## config.mk

```make
export PLATFORM = sky130hd
export DESIGN_NAME = piso_ctrl
export DESIGN_NICKNAME = d
export VERILOG_FILES = /design/src/rtl/piso_ctrl.sv
export SDC_FILE = /design/constraint.sdc
export NUM_CORES = 1
export LEC_CHECK = 0
export ABC_AREA = 0
export CORE_UTILIZATION = 45
export DETAILED_ROUTE_END_ITERATION = 7
export MAX_ROUTING_LAYER = met4
export PLACE_DENSITY_LB_ADDON = 0.05
export SYNTH_ARGS = -nofsm -noshare
export SYNTH_HDL_FRONTEND = slang
export SYNTH_SLANG_ARGS = --single-unit
```

## constraint.sdc

```tcl
create_clock -name CLK -period 2.4 [get_ports CLK]
set_clock_uncertainty 0.2 [all_clocks]
set_input_delay 0.48 -clock CLK [delete_from_list [all_inputs] [get_ports CLK]]
set_output_delay 0.48 -clock CLK [all_outputs]
set_load 0.1 [all_outputs]
```

## src/rtl/piso_ctrl.sv

```systemverilog
// Parallel-in/serial-out controller: valid/ready word intake, MSB-first shift-out, idle gap.
// Optional even-parity trailer bit when PISO_PARITY_EN is defined.
module piso_ctrl #(
  parameter int unsigned N   = 8,
  parameter int unsigned GAP = 1
) (
  input  logic         CLK,
  input  logic         N_RESET,
  input  logic [N-1:0] DIN,
  input  logic         DIN_VALID,
  output logic         DIN_READY,
  output logic         SOUT,
  output logic         SOUT_VALID,
  output logic         FRAME_START,
  output logic         BUSY
);

  localparam int unsigned CW = $clog2(N + 1);
`ifdef PISO_PARITY_EN
  localparam int unsigned LastIdx = N;
`else
  localparam int unsigned LastIdx = N - 1;
`endif
  localparam logic [CW-1:0] CntLoad = CW'(LastIdx);
  localparam logic [3:0]    GapLoad = 4'((GAP > 0) ? GAP - 1 : 0);

  typedef enum logic [1:0] {StIdle, StShift, StGap} state_e;

  state_e        state_q, state_d;
  logic [N-1:0]  shift_q, shift_d;
  logic [CW-1:0] cnt_q, cnt_d;
  logic [3:0]    gap_q, gap_d;
  logic          start_q, start_d;
  logic          accept;
`ifdef PISO_PARITY_EN
  logic          parity_q, parity_d;
`endif

  assign accept = DIN_READY & DIN_VALID;

  always_ff @(posedge CLK or negedge N_RESET) begin
    if (!N_RESET) begin
      state_q  <= StIdle;
      shift_q  <= '0;
      cnt_q    <= '0;
      gap_q    <= '0;
      start_q  <= 1'b0;
`ifdef PISO_PARITY_EN
      parity_q <= 1'b0;
`endif
    end else begin
      state_q  <= state_d;
      shift_q  <= shift_d;
      cnt_q    <= cnt_d;
      gap_q    <= gap_d;
      start_q  <= start_d;
`ifdef PISO_PARITY_EN
      parity_q <= parity_d;
`endif
    end
  end

  always_comb begin
    state_d  = state_q;
    shift_d  = shift_q;
    cnt_d    = cnt_q;
    gap_d    = gap_q;
    start_d  = 1'b0;
`ifdef PISO_PARITY_EN
    parity_d = parity_q;
`endif
    unique case (state_q)
      StIdle: ;
      StShift: begin
        shift_d = {shift_q[N-2:0], 1'b0};
        if (cnt_q != '0) begin
          cnt_d = cnt_q - 1'b1;
        end else if (GAP > 0) begin
          state_d = StGap;
          gap_d   = GapLoad;
        end else begin
          state_d = StIdle;
        end
      end
      StGap: begin
        if (gap_q == '0) state_d = StIdle;
        else             gap_d   = gap_q - 1'b1;
      end
      default: state_d = StIdle;
    endcase
    // A handshake in IDLE or in the back-to-back window overrides the above.
    if (accept) begin
      state_d  = StShift;
      shift_d  = DIN;
      cnt_d    = CntLoad;
      start_d  = 1'b1;
`ifdef PISO_PARITY_EN
      parity_d = ^DIN;
`endif
    end
  end

  always_comb begin
    DIN_READY   = 1'b0;
    SOUT        = 1'b0;
    SOUT_VALID  = 1'b0;
    FRAME_START = start_q;
    BUSY        = (state_q != StIdle);
    if (N_RESET) begin
      DIN_READY = (state_q == StIdle) ||
                  ((GAP == 0) && (state_q == StShift) && (cnt_q == '0));
    end
    if (state_q == StShift) begin
      SOUT_VALID = 1'b1;
      SOUT       = shift_q[N-1];
`ifdef PISO_PARITY_EN
      if (cnt_q == '0) SOUT = parity_q;
`endif
    end
  end

endmodule

```

* Word level (Yosys, flattened, before mapping) *
Cells that the tools add are included.

word-level totals
  register bits after elaboration = 19
  bits of input ports = 11
  logic and storage cells = 41

operators by class
  add/sub/neg operators = 2
  eq/ne operators = 7
  mux-type cells = 16
  bitwise operators = 1
  reductions and logical operators = 10

operator list
  kind                                                                number
  4-bit 2-to-1 mux                                                    5
  8-bit 2-to-1 mux                                                    2
  4-bit case mux with 2 select lines                                  1
  2-bit nonzero test                                                  4
  4-bit by 1-bit subtractor with 4-bit output, second input constant  2
  2-bit 2-to-1 mux                                                    3
  2-bit inequality test, second input constant                        3
  3-bit inequality test, second input constant                        2
  2-bit case mux with 3 select lines                                  1
  3-bit AND reduction                                                 2
  4-bit logical NOT                                                   1
  1-bit 2-to-1 mux                                                    4
  4-bit nonzero test                                                  1
  2-bit by 1-bit == test with 1-bit output, second input constant     1
  2-bit == test, second input constant                                1
  2-bit logical NOT                                                   1
  2-bit AND reduction                                                 1
  1-bit bitwise AND                                                   1

* Depth between registers and ports, before layout *
Gate-level depths: netlist (run 1).

  word-level depth = 5
  depth in mapped cells = 7
  gate-level depth less buffers = 6

* Worst setup path before layout (run 1) *
No wires, ideal clock.

  kind = reg2out
  start point = reg state_q[1]
  end point = out SOUT
  arrival time = 2,542 ps
  setup slack = -822 ps
  cell stages (with the launch flop) = 6
  buffers on the path = 2
  cells stage by stage = dfrtp_1 inv_1 ha_1 buf_2 buf_4 and2_1

on the way
  word-level cells in the longest chain between the ends = 2

RTL lines
  what                                      line  source
  from (decl)                               29    state_e state_q, state_d;
  from (signal assigned)                    43    state_q <= StIdle;
  from (signal assigned)                    52    state_q <= state_d;
  2-bit by 1-bit == test with 1-bit output  113   if (state_q == StShift) begin
  1-bit 2-to-1 mux                          113
  to (decl)                                 12    output logic SOUT,

Every way passes these cells.

* Final worst setup path (run 1) *
Same ends and word-level chain as after synthesis.

==> flow_summary_export.csv, run 1 <==
group,metric,value,unit
status,outcome,"completed",
worst_setup_path,worst-path-max-fanout,17,
clock_tree,clock_path_buffers,2,
clock_tree,clk-insertion-delay-late,290,ps
global_route,global_route.peak_usage_layer,"met2",
placement,place.port_buffers,15,
floorplan,die_h,51.3,um
logic_synthesis,yosys.cell_types.count,40,
worst_setup_path,critical_path_depth,4,
power,share_of_power_burned_in_combinational_logic,0.575,
global_route,global_route.usage.met3,0.0417,
sta,fin_crit_sh,0.932,
power,share_seq_of_total_power,0.323,
min_path,worst_hold_path_type,"in2async",
clock_tree,clock_slew_at_reported_path_ffs,110,ps
global_route,grt_start_max_net_pins,18,
route,routed_wl,2.03,mm
clock_tree,clock_tree_from_tritoncts,"yes",
clock_tree,number_of_buffers_added_by_the_clock_tree_synthesis_step,3,
floorplan,floorplan.initialDensity,0.485,
worst_setup_path,crit_path_end_kind,"primary output",
cells_and_area,seqCellArea,475,um^2
logic_synthesis,post_synth.cell_area_avg,9.94,um^2
worst_setup_path,cpMaxStageDelayCell,"dfrtp_1",
cells_and_area,drive_above_1_share,0.173,
logic_synthesis,number_of_cells_produced_by_synthesis,110,
worst_setup_path,crit_start,"state_q[1]",
logic_synthesis,synth.largest_area_cell,"dfrtp_1",
sta,finalHoldViolCount,0,
sta,finalSetupViolCount,0,
cells_and_area,layout-area-overhead-vs-synth,23.9,%
placement,post_dp_hpwl,1.52,mm
floorplan,core_area,2250,um^2
worst_setup_path,critPathCapture,"SOUT",
worst_setup_path,worstPathArrival,1560,ps
cells_and_area,area_used_by_multi_input_combinational_logic,569,um^2
worst_setup_path,critical_path.reg2reg.endpoint,"gap_q[3]",
floorplan,placementRows,17,
logic_synthesis,synth.area.top_cells,"dfrtp_1, ha_1, mux2i_1",
power,switching_share,0.464,
sta,slew_headroom,0.734,
route,wl_per_cell,13.1,um
logic_synthesis,netlist.area_leader.share,0.435,
logic_synthesis,mappedNetlistNets,127,
route,drtIter0Drc,20,
cells_and_area,antenna-diode-count,0,
cells_and_area,nFillCells,206,
placement,placed_cells,151,
global_route,grt_util_met1,0.258,
sta,finalMaxSlewViolations,0,
placement,placed_area,1330,um^2
global_route,grt_util_met2,0.311,
route,post_drt_antenna_nets,0,
floorplan,die-area,2630,um^2
power,p_clk_frac,0.102,
clock_tree,root_buffer_selected_by_cts,"clkbuf_4",
logic_synthesis,synth-seq-area-share,0.435,
clock_tree,htree_levels,1,
sta,finalWorstPathRequiredPeriod,2240,ps
power,intPower,842,uW
power,power_switching,730,uW
placement,gp_routability_congestion,0.802,
global_route,groute.usage.overall,0.193,
global_route,antenna_found_initial,0,
power,vdd.ir_drop.worst,1200,uV
global_route,overflow,0,
flow_run,maxCapViolations,0,
logic_synthesis,netlist_area,1090,um^2
clock_tree,cts.repair_timing.setup_buffer_count,0,
sta,tightest_slew,399,ps
cells_and_area,layout.cells.non_filler,155,
worst_setup_path,worst_r2r_startpoint,"state_q[1]",
sta,highest_attainable_clock_frequency,447,MHz
worst_setup_path,critPathRequiredTime,1720,ps
sta,setup_tns,0,ps
sta,final.hold.worst_slack,329,ps
worst_setup_path,worst-setup-path-type,"reg2out",
clock_tree,cts.sink_count,19,
cells_and_area,post_route_cell_area,1360,um^2
floorplan,x_dimension_of_the_die,51.3,um
route,post_drt_via_cell_ratio,5.47,
sta,grt_setup_unrepaired,"false",
power,power.density,1160,nW/um^2
route,drtPass1Iterations,4,
worst_setup_path,critPathTopFamily,"flip-flops",
logic_synthesis,synth.ff_latch_count,19,
worst_setup_path,worst_path_cell_chain,"inv_1 > ha_4 > and2_4 > buf_12",
route,post-route-drc-count,0,
power,p_leak,0.000575,uW
logic_synthesis,synthesis.yosys.warnings,0,
global_route,first_global_vias,844,
worst_setup_path,worstRegToRegCells,5,
global_route,grt_pass1_wl,3.79,mm
cells_and_area,num-nets-final,145,
worst_setup_path,worstPathBufferInverterCount,2,
worst_setup_path,critPathMaxStageDelay,420,ps
worst_setup_path,r2r_slack,560,ps
worst_setup_path,start_kind,"flop",
route,via_count,848,
floorplan,io_pins,16,
-- metrics by stage --
| step | setup slack [ps] | total power, uW | util |
|---|---|---|---|
| floorplan | 119 | 1170 | - |
| global placement | 331 | 1400 | 0.588 |
| detailed placement | 341 | 1410 | 0.588 |
| CTS | 93.3 | 1580 | 0.600 |
| global route | 58.7 | 1680 | 0.601 |
| finish | 164 | 1570 | 0.601 |
-- cell families (layout without fill, tap and decap cells) --
kind of cell / Yosys count / after routing / share of synthesized area
DFF: 19 / 19 / 0.435
muxes: 7 / 7 / 0.0641
adders and majority gates: 6 / 6 / 0.0686
buffers and inverters: 15 / 32 / 0.0606
and+or+nand+nor: 35 / 35 / 0.197
AOI/OAI and AO/OA: 28 / 28 / 0.175
-- sequential cells by signal (all words and copies together) (netlist names) --
name,flops
FRAME_START,1
cnt_q,4
state_q,2
shift_q,8
gap_q,4
-- layout make-up --
| type | instances | area share |
|---|---|---|
| Inverter | 10 | 0.0277 |
| Multi-Input combinational cell | 76 | 0.420 |
| Tap cell | 28 | 0.0259 |
| Sequential cell | 19 | 0.351 |
| Timing Repair Buffer | 18 | 0.155 |
| Clock buffer | 3 | 0.0166 |
| Clock inverter | 1 | 0.00369 |
-- cell usage in the layout (no fill, tap or decap), drive strengths merged, types with 3 or more instances in the layout --
cell type      netlist  final
nand2               12     12
buf                  5      8
a21oi                3      3
clkdlybuf4s50        0     10
dfrtp               19     19
mux2i                7      7
and2                 3      3
nor3                 4      4
clkbuf               0      3
nand3                3      3
o21ai               12     12
inv                 10     10
ha                   6      6
-- power by group through the flow --
stage               Clock [uW]  Sequential (uW)  Combinational [uW]
floorplan                    0              514                 653
global placement             0              510                 887
detailed placement           0              513                 898
CTS                        170              506                 900
global route               180              522                 983
finish                     160              507                 904
-- worst min-delay path by stage --
stage	start	end	slack (ps)	depth (start not counted)
2_1_floorplan	N_RESET	FRAME_START	-20	0
3_3_place_gp	shift_q[0]	shift_q[0]	320	2
3_5_place_dp	shift_q[0]	shift_q[0]	320	2
4_1_cts	N_RESET	gap_q[1]	320	2
5_1_grt	N_RESET	gap_q[1]	360	2
6_report	N_RESET	gap_q[1]	330	2
-- repair_timing --
item / in CTS / in global routing
resized for setup: 0 / 1
endpoints found under the setup margin: 0 / 1
hold buffers: 0 / 0
-- synthesized netlist by cell type, drive strengths merged --
| cell type | number |
|---|---|
| buf | 5 |
| mux2i | 7 |
| a41o | 1 |
| a21oi | 3 |
| inv | 10 |
| nand4bb | 1 |
| nand3 | 3 |
| a211o | 1 |
| or2b | 1 |
| or3b | 2 |
| nand2 | 12 |
| nor2 | 1 |
| and2 | 3 |
| o211ai | 1 |
| nand3b | 2 |
| nor3 | 4 |
| o311ai | 1 |
| a211oi | 1 |
| o21ai | 12 |
| a22oi | 1 |
| nor4b | 1 |
| dfrtp | 19 |
| a32oi | 1 |
| a221oi | 2 |
| nor3b | 2 |
| o2bb2ai | 1 |
| o21bai | 1 |
| o221ai | 1 |
| nand4b | 2 |
| ha | 6 |
| nand2b | 1 |
| o32ai | 1 |
-- metal layers --
metal / vias to the layer above / part of all wire
li1: 431 / -
met1: 404 / 0.52
met2: 13 / 0.44
met3: 0 / 0.033
met4: 0 / 0
met5: - / 0
(Power assumes the default switching activity.)
==> run 2, diff against run 1 <==
- CORE_UTILIZATION: 45 -> 50
- CTS_BUF_LIST: default -> sky130_fd_sc_hd__clkbuf_16
- SKIP_LAST_GASP: default -> 1
==> flow_summary_export.csv, run 2 (synthesis gave the netlist of run 1 again) <==
group,metric,value,unit
status,outcome,"completed",
cells_and_area,antenna-diode-count,0,
global_route,overflow,0,
worst_setup_path,worst-setup-path-type,"reg2out",
power,power.density,1250,nW/um^2
clock_tree,cts.repair_timing.setup_buffer_count,0,
clock_tree,clock_path_buffers,2,
route,drtIter0Drc,16,
sta,tightest_slew,407,ps
clock_tree,cts-resized-gates,0,
worst_setup_path,worstPathArrival,1500,ps
cells_and_area,num-nets-final,144,
cells_and_area,most-common-layout-cells,"dfrtp_1, nand2_1, o21ai_1",
sta,finalMaxSlewViolations,0,
cells_and_area,largest_register_ff_count,8,
floorplan,io_pins,16,
placement,placed_cells,149,
route,routed_wl,2.18,mm
worst_setup_path,critical_path.reg2reg.endpoint,"cnt_q[3]",
clock_tree,ctsHoldBuffers,0,
cells_and_area,final_common_cell,"dfrtp_1",
global_route,groute.usage.overall,0.217,
route,post-route-drc-count,0,
floorplan,placementRows,16,
sta,finalWorstPathRequiredPeriod,2180,ps
sta,setup_tns,0,ps
sta,grt_setup_unrepaired,"false",
min_path,hold-path-cell-count,2,
sta,finalSetupViolCount,0,
floorplan,x_dimension_of_the_die,48.8,um
route,post_drt_via_cell_ratio,5.86,
sta,slew_headroom,0.728,
route,post_drt_antenna_nets,0,
floorplan,core_area,2000,um^2
sta,smallest_setup_slack_after_layout,217,ps
placement,place_ws,319,ps
global_route,grt_pass1_wl,3.87,mm
placement,place.port_buffers,15,
min_path,worst_hold_path.endpoint,"shift_q[0]",
sta,highest_attainable_clock_frequency,458,MHz
route,drtPass1Iterations,4,
cells_and_area,top_regs,"shift_q x8, cnt_q x4, gap_q x4",
min_path,worst_hold_path_type,"reg2reg",
floorplan,floorplan.initialDensity,0.546,
route,via_count,896,
clock_tree,number_of_buffers_added_by_the_clock_tree_synthesis_step,3,
route,wl_per_cell,14.2,um
placement,post_dp_hpwl,1.56,mm
worst_setup_path,r2r_slack,460,ps
clock_tree,htree_levels,1,
floorplan,die_h,48.8,um
worst_setup_path,critPathRequiredTime,1720,ps
clock_tree,root_buffer_selected_by_cts,"clkbuf_16",
cells_and_area,nFillCells,162,
sta,fin_crit_sh,0.910,
placement,gp_routability_congestion,0.810,
sta,finalHoldViolCount,0,
worst_setup_path,worst-path-max-fanout,17,
global_route,grt_start_max_net_pins,22,
clock_tree,clock_tree_from_tritoncts,"yes",
power,p_leak,0.000596,uW
worst_setup_path,worst_r2r_startpoint,"state_q[1]",
global_route,first_global_vias,890,
worst_setup_path,start_kind,"flop",
power,vdd.ir_drop.worst,892,uV
clock_tree,clock_slew_at_reported_path_ffs,50,ps
worst_setup_path,worstRegToRegCells,6,
flow_run,maxCapViolations,0,
cells_and_area,max_flop_register,"shift_q",
min_path,holdCritStartpoint,"shift_q[0]",
global_route,antenna_found_initial,0,
cells_and_area,layout.cells.non_filler,153,
cells_and_area,drive_above_1_share,0.151,
worst_setup_path,crit_path_end_kind,"primary output",
clock_tree,cts.sink_count,19,
floorplan,die-area,2380,um^2
clock_tree,clk-insertion-delay-late,250,ps
cells_and_area,layout-area-overhead-vs-synth,27.6,%
-- run 2: cell count changes in the layout (fill, tap and decap cells not counted) --
cell | previous run | this run
inv_1 | 8 | 9
clkinv_2 | 1 | 0
ha_2 | 1 | 0
clkbuf_4 | 3 | 0
buf_4 | 4 | 3
ha_1 | 4 | 5
clkbuf_16 | 0 | 3
-- run 2: critical path: stages, from the launching register on --
cell	delay, ps
dfrtp_1	400
inv_1	150
ha_4	330
and2_4	210
buf_12	160
-- run 2: report_power, final --
group          internal (uW)  switching [uW]  total, uW
sequential               428            82.8        511
clock                    221             113        334
combinational            345             551        896
total                    995             747       1740
-- run 2: through the flow --
step                      hold slack (ps)  cell area [um^2]  total power (uW)  utilization
after floorplan                     -15.6              1110              1170            -
after global placement                315              1320              1390        0.658
after detailed placement              328              1320              1410        0.658
after CTS                             331              1400              1760        0.697
after global routing                  349              1400              1850        0.697
final                                 330              1400              1740        0.697
-- run 2: final cells by class --
class | count | area (um^2) | share of cell area
multi-input cells | 76 | 567 | 0.406
clock buffers | 3 | 75.1 | 0.0538
well taps | 27 | 33.8 | 0.0242
inverters | 10 | 37.5 | 0.0269
repair buffers | 17 | 203 | 0.145
clock inverters | 1 | 3.75 | 0.00269
flip-flops and latches | 19 | 475 | 0.341
-- run 2: worst max-delay path by stage --
stage                endpoint        from  depth (start not counted)  slack, ps
finish                   SOUT  state_q[1]                          4        220
global route        DIN_READY  state_q[0]                          4        160
detailed placement   cnt_q[3]     N_RESET                          5        320
floorplan                SOUT  state_q[1]                          5        120
global placement    DIN_READY     N_RESET                          3        340
CTS                 DIN_READY  state_q[0]                          4        200
-- run 2: routing by layer --
layer,GRT usage,wire (um)
met1,0.251,923
met2,0.380,1150
met3,0.0314,83
met4,0.0784,19
met5,-,0
==> run 3, diff against run 2 <==
- CTS_BUF_LIST: sky130_fd_sc_hd__clkbuf_16 -> sky130_fd_sc_hd__clkbuf_4 sky130_fd_sc_hd__clkbuf_8 sky130_fd_sc_hd__clkbuf_16
==> flow_summary_export.csv, run 3 (synthesis gave the netlist of run 1 again) <==
group,metric,value,unit
sta,slew_headroom,0.738,
sta,fin_crit_sh,0.941,
cells_and_area,antenna-diode-count,0,
worst_setup_path,worst_r2r_startpoint,"state_q[0]",
floorplan,floorplan.initialDensity,0.546,
clock_tree,cts.sink_count,19,
route,met3WireLength,78,um
sta,smallest_setup_slack_after_layout,141,ps
power,p_leak,0.000572,uW
floorplan,io_pins,16,
worst_setup_path,r2r_slack,450,ps
worst_setup_path,crit_path_end_kind,"primary output",
global_route,antenna_found_initial,0,
worst_setup_path,worst-path-max-fanout,17,
route,routed_wl,2.15,mm
placement,placed_cells,149,
min_path,worst_hold_path_type,"in2async",
cells_and_area,num-nets-final,144,
clock_tree,cts.repair_timing.setup_buffer_count,0,
cells_and_area,most-common-layout-cells,"dfrtp_1, nand2_1, o21ai_1",
global_route,grt_start_max_net_pins,22,
clock_tree,clock_tree_from_tritoncts,"yes",
clock_tree,clock_path_buffers,2,
route,maxUsedRoutingLayer,"met4",
route,metal1_wirelength,917,um
placement,place.port_buffers,15,
worst_setup_path,critPathRequiredTime,1720,ps
sta,finalMaxSlewViolations,0,
sta,grt_setup_unrepaired,"false",
cells_and_area,final_common_cell,"dfrtp_1",
placement,placed_area,1320,um^2
route,post-route-drc-count,0,
sta,finalSetupViolCount,0,
sta,finalHoldViolCount,0,
cells_and_area,top_regs,"shift_q x8, cnt_q x4, gap_q x4",
route,wl_per_cell,14.0,um
cells_and_area,max_flop_register,"shift_q",
clock_tree,clk-insertion-delay-late,300,ps
route,drtPass1Iterations,4,
floorplan,die_h,48.8,um
route,post_drt_antenna_nets,0,
worst_setup_path,worstPathArrival,1580,ps
cells_and_area,largest_register_ff_count,8,
route,via_count,878,
sta,final.hold.worst_slack,336,ps
cells_and_area,layout-area-overhead-vs-synth,23.1,%
sta,highest_attainable_clock_frequency,443,MHz
sta,tightest_slew,392,ps
worst_setup_path,worst-setup-path-type,"reg2out",
sta,setup_tns,0,ps
clock_tree,number_of_buffers_added_by_the_clock_tree_synthesis_step,3,
global_route,grt_pass1_wl,3.80,mm
flow_run,maxCapViolations,0,
worst_setup_path,crit_start,"state_q[1]",
power,vdd.ir_drop.worst,891,uV
floorplan,core_area,2000,um^2
placement,gp_routability_congestion,0.810,
cells_and_area,nFillCells,171,
placement,post_dp_hpwl,1.56,mm
clock_tree,cts-resized-gates,0,
power,power.density,1170,nW/um^2
worst_setup_path,start_kind,"flop",
global_route,groute.usage.overall,0.212,
cells_and_area,layout.cells.non_filler,153,
global_route,first_global_vias,864,
route,post_drt_via_cell_ratio,5.74,
route,met2WireLength,1.14,mm
clock_tree,clock_slew_at_reported_path_ffs,110,ps
floorplan,x_dimension_of_the_die,48.8,um
sta,finalWorstPathRequiredPeriod,2260,ps
global_route,overflow,0,
floorplan,die-area,2380,um^2
cells_and_area,drive_above_1_share,0.159,
cells_and_area,post_route_cell_area,1350,um^2
clock_tree,root_buffer_selected_by_cts,"clkbuf_4",
status,outcome,"completed",
floorplan,placementRows,16,
placement,place_ws,319,ps
clock_tree,htree_levels,1,
route,drtIter0Drc,14,
clock_tree,ctsHoldBuffers,0,
==> run 3: cell count changes in the layout (fill, tap and decap cells not counted), sizes merged <==
cell    change
clkbuf      +1
inv         -1
==> run 3: layer usage <==
metal	global-route usage	vias to the layer above
li1	-	432
met1	0.248	423
met2	0.368	21
met3	0.0220	2
met4	0.0882	0
met5	-	-
==> run 3: worst max-delay path, stage by stage, from the launching register on <==
cell and delay, ps:
dfrtp_1 420, inv_1 150, ha_4 330, and2_4 210, buf_12 160
==> run 3: final timing paths <==
| kind | endpoint | depth (start not counted) |
|---|---|---|
| setup / recovery | SOUT | 4 |
| hold / removal | state_q[0] | 2 |
| setup reg to reg | cnt_q[3] | 6 |
| hold reg to reg | shift_q[0] | 2 |
| max in group asynchronous | shift_q[2] | 2 |
| min in group CLK | shift_q[0] | 2 |
==> run 3: per-stage QoR <==
step           utilization  total power, uW
2_1_floorplan            -             1170
3_3_place_gp         0.658             1390
3_5_place_dp         0.658             1410
4_1_cts              0.673             1590
5_1_grt              0.673             1680
6_report             0.673             1580
==> run 3: power breakdown <==
part           switching (uW)  internal (uW)  leakage, uW
clock network             102           76.0    0.0000184
logic                     550            346     0.000311
registers                80.7            426     0.000242
total                     732            848     0.000572
==> run 3: final cells by class <==
cell class                      count  area (um^2)  share of cell area
Multi-Input combinational cell     76          567               0.421
Inverter                           10         37.5              0.0279
Timing Repair Buffer               17          203               0.151
Tap cell                           27         33.8              0.0251
Clock buffer                        4         30.0              0.0223
Sequential cell                    19          475               0.353
